[config.mk]
export PLATFORM = sky130hd
export DESIGN_NAME = alu_exec
export DESIGN_NICKNAME = d
export VERILOG_FILES = /design/src/rtl/alu_exec.sv
export SDC_FILE = /design/constraint.sdc
export NUM_CORES = 1
export LEC_CHECK = 0
export BUFFER_PORTS_ARGS = -buffer_cell sky130_fd_sc_hd__buf_2
export CORE_MARGIN = 8
export CORE_UTILIZATION = 45
export DETAILED_ROUTE_END_ITERATION = 8
export PLACE_DENSITY = 0.64
export SLEW_MARGIN = 10
export SYNTH_ARGS = -nofsm -noshare
export SYNTH_HDL_FRONTEND = slang
export SYNTH_SLANG_ARGS = --single-unit
[constraint.sdc]
create_clock -name clk -period 4.2 [get_ports clk]
set_input_delay 1.26 -clock clk [delete_from_list [all_inputs] [get_ports clk]]
set_output_delay 1.26 -clock clk [all_outputs]
set_load 0.05 [all_outputs]
[src/rtl/alu_exec.sv]
// Multi-cycle execute stage: latches operands on start, iterates in CALC, writes back for one cycle.
// Optional zero/carry flag outputs are built when ALU_EXEC_FLAGS_EN is defined.
module alu_exec #(
    parameter int unsigned pw = 3
) (
    input  logic          clk,
    input  logic          rst_n,
    input  logic          start,
    input  logic [2:0]    op,
    input  logic [7:0]    datA,
    input  logic [7:0]    datB,
    input  logic [pw-1:0] dst,
    output logic          busy,
    output logic [7:0]    dat_in,
    output logic          wr_en,
    output logic [pw-1:0] wr_addr,
    output logic          done
`ifdef ALU_EXEC_FLAGS_EN
    ,
    output logic          zero,
    output logic          carry
`endif
);

    localparam logic [1:0] ST_IDLE = 2'd0;
    localparam logic [1:0] ST_CALC = 2'd1;
    localparam logic [1:0] ST_WB   = 2'd2;

    localparam logic [2:0] OP_ADD = 3'b000;
    localparam logic [2:0] OP_SUB = 3'b001;
    localparam logic [2:0] OP_AND = 3'b010;
    localparam logic [2:0] OP_XOR = 3'b011;
    localparam logic [2:0] OP_SHL = 3'b100;
    localparam logic [2:0] OP_SHR = 3'b101;
    localparam logic [2:0] OP_MUL = 3'b110;
    localparam logic [2:0] OP_NOP = 3'b111;

    logic [1:0]    r_state;
    logic [2:0]    r_op;
    logic [7:0]    r_a;
    logic [7:0]    r_b;
    logic [15:0]   r_acc;
    logic [15:0]   r_mc;
    logic [2:0]    r_cnt;
    logic [pw-1:0] r_dst;
    logic [7:0]    r_dat;
    logic [pw-1:0] r_waddr;

    logic          w_shamt0;
    logic [15:0]   w_acc_nxt;
    logic [7:0]    w_result;
    logic [2:0]    w_cnt_init;
    logic          w_last;

    assign busy    = (r_state != ST_IDLE);
    assign done    = (r_state == ST_WB);
    assign wr_en   = done && (r_op != OP_NOP);
    assign dat_in  = r_dat;
    assign wr_addr = r_waddr;
    assign w_last  = (r_state == ST_CALC) && (r_cnt == 3'd0);

    always_comb begin
        w_cnt_init = 3'd0;
        if (op == OP_MUL) begin
            w_cnt_init = 3'd7;
        end else if ((op == OP_SHL || op == OP_SHR) && datB[2:0] != 3'd0) begin
            w_cnt_init = datB[2:0] - 3'd1;
        end
    end

    // One iteration step: a single-bit shift, or one shift-add partial product (multiplier LSB first).
    always_comb begin
        w_shamt0  = (r_b[2:0] == 3'd0);
        w_acc_nxt = r_acc;
        case (r_op)
            OP_SHL:  if (!w_shamt0) w_acc_nxt = {8'h00, r_acc[6:0], 1'b0};
            OP_SHR:  if (!w_shamt0) w_acc_nxt = {8'h00, 1'b0, r_acc[7:1]};
            OP_MUL:  w_acc_nxt = r_acc + (r_b[0] ? r_mc : 16'h0000);
            default: w_acc_nxt = r_acc;
        endcase
    end

    always_comb begin
        w_result = 8'h00;
        case (r_op)
            OP_ADD:                 w_result = r_a + r_b;
            OP_SUB:                 w_result = r_a - r_b;
            OP_AND:                 w_result = r_a & r_b;
            OP_XOR:                 w_result = r_a ^ r_b;
            OP_SHL, OP_SHR, OP_MUL: w_result = w_acc_nxt[7:0];
            default:                w_result = 8'h00;
        endcase
    end

    always_ff @(posedge clk or negedge rst_n) begin
        if (!rst_n) begin
            r_state <= ST_IDLE;
            r_op    <= OP_NOP;
            r_a     <= 8'h00;
            r_b     <= 8'h00;
            r_acc   <= 16'h0000;
            r_mc    <= 16'h0000;
            r_cnt   <= 3'd0;
            r_dst   <= '0;
            r_dat   <= 8'h00;
            r_waddr <= '0;
        end else begin
            case (r_state)
                ST_IDLE: begin
                    if (start) begin
                        r_op    <= op;
                        r_a     <= datA;
                        r_b     <= datB;
                        r_dst   <= dst;
                        r_acc   <= (op == OP_MUL) ? 16'h0000 : {8'h00, datA};
                        r_mc    <= {8'h00, datA};
                        r_cnt   <= w_cnt_init;
                        r_state <= ST_CALC;
                    end
                end
                ST_CALC: begin
                    r_acc <= w_acc_nxt;
                    if (r_op == OP_MUL) begin
                        r_mc <= {r_mc[14:0], 1'b0};
                        r_b  <= {1'b0, r_b[7:1]};
                    end
                    if (w_last) begin
                        r_dat   <= w_result;
                        r_waddr <= r_dst;
                        r_state <= ST_WB;
                    end else begin
                        r_cnt <= r_cnt - 3'd1;
                    end
                end
                ST_WB:   r_state <= ST_IDLE;
                default: r_state <= ST_IDLE;
            endcase
        end
    end

`ifdef ALU_EXEC_FLAGS_EN
    logic r_zero;
    logic r_carry;
    logic w_carry;

    // Shifts: on the final iteration the bit about to leave r_acc is the last one shifted out.
    always_comb begin
        w_carry = 1'b0;
        case (r_op)
            OP_ADD:  w_carry = ({1'b0, r_a} + {1'b0, r_b}) > 9'd255;
            OP_SUB:  w_carry = (r_a >= r_b);
            OP_SHL:  w_carry = !w_shamt0 && r_acc[7];
            OP_SHR:  w_carry = !w_shamt0 && r_acc[0];
            OP_MUL:  w_carry = (w_acc_nxt[15:8] != 8'h00);
            default: w_carry = 1'b0;
        endcase
    end

    always_ff @(posedge clk or negedge rst_n) begin
        if (!rst_n) begin
            r_zero  <= 1'b0;
            r_carry <= 1'b0;
        end else if (w_last) begin
            r_zero  <= (w_result == 8'h00);
            r_carry <= w_carry;
        end
    end

    assign zero  = r_zero;
    assign carry = r_carry;
`endif

endmodule
==> flow_summary.toml <==
[setup_path]
cp_max_fo = 7
cp.required_ns = 4.41
endpoint_kind = "flop"
r2r_cells = 10
arrival_ns = 3.44
path_class = "flop to flop"
reg2reg_from = "r_op[0]"
critPathLaunchType = "flop"
startpoint = "r_op[0]"

[power]
p_per_area_nw_per_um2 = 977
p_leak_nw = 1.98
vdd_drop_max_mv = 0.309

[clocking]
cts_tree = "built"
cts_setup_buffers = 0
htree_levels = 2
cts-root-buf = "clkbuf_8"
cts_buffers = 5
cts.sinks = 54
cts_resized = 0
ctsHoldBuffers = 0
clk_pin_slew_worst_paths_ns = 0.10
clockBufferDepth = 2
clk_latency_ns = 0.31

[timing]
final.min_clock_period_ns = 3.24
tightest_slew_ns = 1.08
slew_headroom = 0.283
hold_viol = 0
fmax_mhz = 309
grt_setup_unrepaired = "false"
setup_violations = 0
final.period_utilization = 0.770
tns_ns = 0
maxSlewViolCount = 0
clock_skew_ns = 0.00400

[synthesis]
synth.top_cell.area_share = 0.337
synth.area.mux_share = 0.0575
ys_async_sr_fraction = 1.00
synthXorXnorAreaFrac = 0.0367
synthAdderAreaFrac = 0.103
synthTopCellsByArea = "dfrtp_1 34%, ha_1 9.3%, nand2_1 9.2%, nor2_1 4.8%, mux2i_1 4.0%"
syn_nets = 515
synth_edf_count = 0
synthSimpleGateAreaFrac = 0.218
syn_area_um2 = 3780
ys_ff_latch = 54
syn_inst = 460
synth_compound_area_frac = 0.183
synth-main-ff-cell = "dfrtp_1"
synth.distinct_cells = 55
syn_area_per_cell_um2 = 8.23
synth_top_family_by_area = "simple AND/OR/NAND/NOR gates"
yosysWarnings = 0
yosysSeqAreaShare = 0.358
yosys.area.top_type = "dfrtp_1"

[die]
die_y_um = 108
core-area_um2 = 8180
die_x_um = 108
ios = 39
rows = 33
die_area_um2 = 11600
initial_utilization = 0.463

[final_layout]
drive_above_1_share = 0.127
area_growth_pct = 9.39
final_cell_count_no_fill = 592
fin_nets = 541
finalInstanceArea_um2 = 4140
diodes = 0

[route]
wirelength_um = 10300
drtPass1Iterations = 4
num_vias = 3409
drtIter0Drc = 208
routed_via_density = 5.76
avgRoutedWirePerCell_um = 17.3
antenna_left = 0
drc_errors = 0

[placement]
place_congestion = 0.873
dp.cells = 584
io_buffers = 38
hpwl_um = 7720
dpl-instance-area_um2 = 4050

[global_routing]
grt_pass1_vias = 3224
antenna_found_initial = 0
grt_max_degree = 39
grt_pass1_wl_um = 16900
grt_usage = 0.181
overflow = 0

[min_path]
min_from = "dat_in[1]"
hold_class = "flop to flop"
hold_depth = 2

[run_status]
status = "finished, final reports clean"

[run]
maxCapViolCount = 0
## cell families (layout without fill, tap and decap cells)
group,Yosys count,after routing
DFF,54,54
adders and majority gates,30,30
and+or+nand+nor,189,189
AOI/OAI and AO/OA,108,108
xor gates and xnor gates,15,15
buffers and inverters,43,70
muxes,21,21
## area by class of cell
cell class / instances / area (um2)
inverter: 20 / 75.1
multi-input combinational: 363 / 2260
fill: 821 / 4040
clock inverter: 1 / 8.76
tap: 105 / 131
clock buffer: 7 / 86.3
sequential: 54 / 1360
timing repair buffer: 42 / 220
## critical path, stage by stage (launching register included)
cell and delay [ns]:
dfstp_2 0.55, inv_2 0.07, nor3_2 0.39, mux2i_1 0.36
ha_1 0.28, nor2b_1 0.14, o31a_1 0.28, or4_1 0.42
a31oi_1 0.21, xnor2_1 0.08, a221o_1 0.34
## stage by stage
step	total power, mW	setup slack, ns	hold slack (ns)	utilization
2_1_floorplan	3.09	1.07	0.442	-
3_3_place_gp	3.66	1.10	0.455	0.495
3_5_place_dp	3.71	0.987	0.468	0.495
4_1_cts	4.04	0.967	0.492	0.506
5_1_grt	4.40	0.849	0.507	0.506
6_report	4.05	0.965	0.491	0.506
## Yosys cell counts, types with 4 or more instances
cell and count:
nor3_1 12, nor2b_1 6, a211oi_1 4, nand2b_1 5
nand2_1 93, mux2i_1 15, o21ai_1 8, mux2_2 6
and2_1 8, nor2_1 48, xor2_1 4, clkbuf_1 17
a21oi_1 19, o21ai_0 19, a31oi_1 22, ha_1 28
dfrtp_1 51, inv_1 19, buf_1 4, xnor2_1 10
o21a_1 6
## cell usage in the layout (no fill, tap or decap), drive strengths merged, types with 5 or more instances in the layout
master,Yosys,final
a21oi,19,19
mux2i,15,15
nor2,48,48
xnor2,11,11
nor2b,6,6
clkbuf,17,7
inv,20,21
nor3,13,13
buf,6,42
ha,28,28
dfrtp,51,51
a31oi,22,22
nand2,93,93
mux2,6,6
o21ai,27,27
nand2b,5,5
and2,8,8
o21a,6,6
## power breakdown
| part | internal (mW) | switching [mW] | total [mW] |
|---|---|---|---|
| Sequential | 0.782 | 0.315 | 1.10 |
| Clock | 0.137 | 0.186 | 0.323 |
| Combinational | 1.05 | 1.58 | 2.63 |
| Total | 1.97 | 2.08 | 4.05 |
## path summary, 6_finish.rpt
kind | endpoint | slack, ns
hold / removal | dat_in[1] | 0.49
max in group asynchronous | r_op[2] | 2.47
setup / recovery | dat_in[7] | 0.96
setup reg to reg | dat_in[7] | 0.96
hold reg to reg | dat_in[1] | 0.49
min in group asynchronous | r_mc[7] | 0.87
## flip-flops by register name (all words and copies together), names as in the netlist
name and flops:
r_cnt 3, dat_in 8, r_dst 3, r_acc 8
r_state 2, r_op 3, r_a 8, r_b 8
r_mc 8, wr_addr 3
## layer usage
metal	part of all wire	GRT usage	up-vias
met3	0.059	0.0299	27
met1	0.47	0.247	1578
met5	0	0	-
met4	0.033	0.0763	0
met2	0.43	0.275	149
li1	-	-	1655
Power figures use the tool's default switching activity.
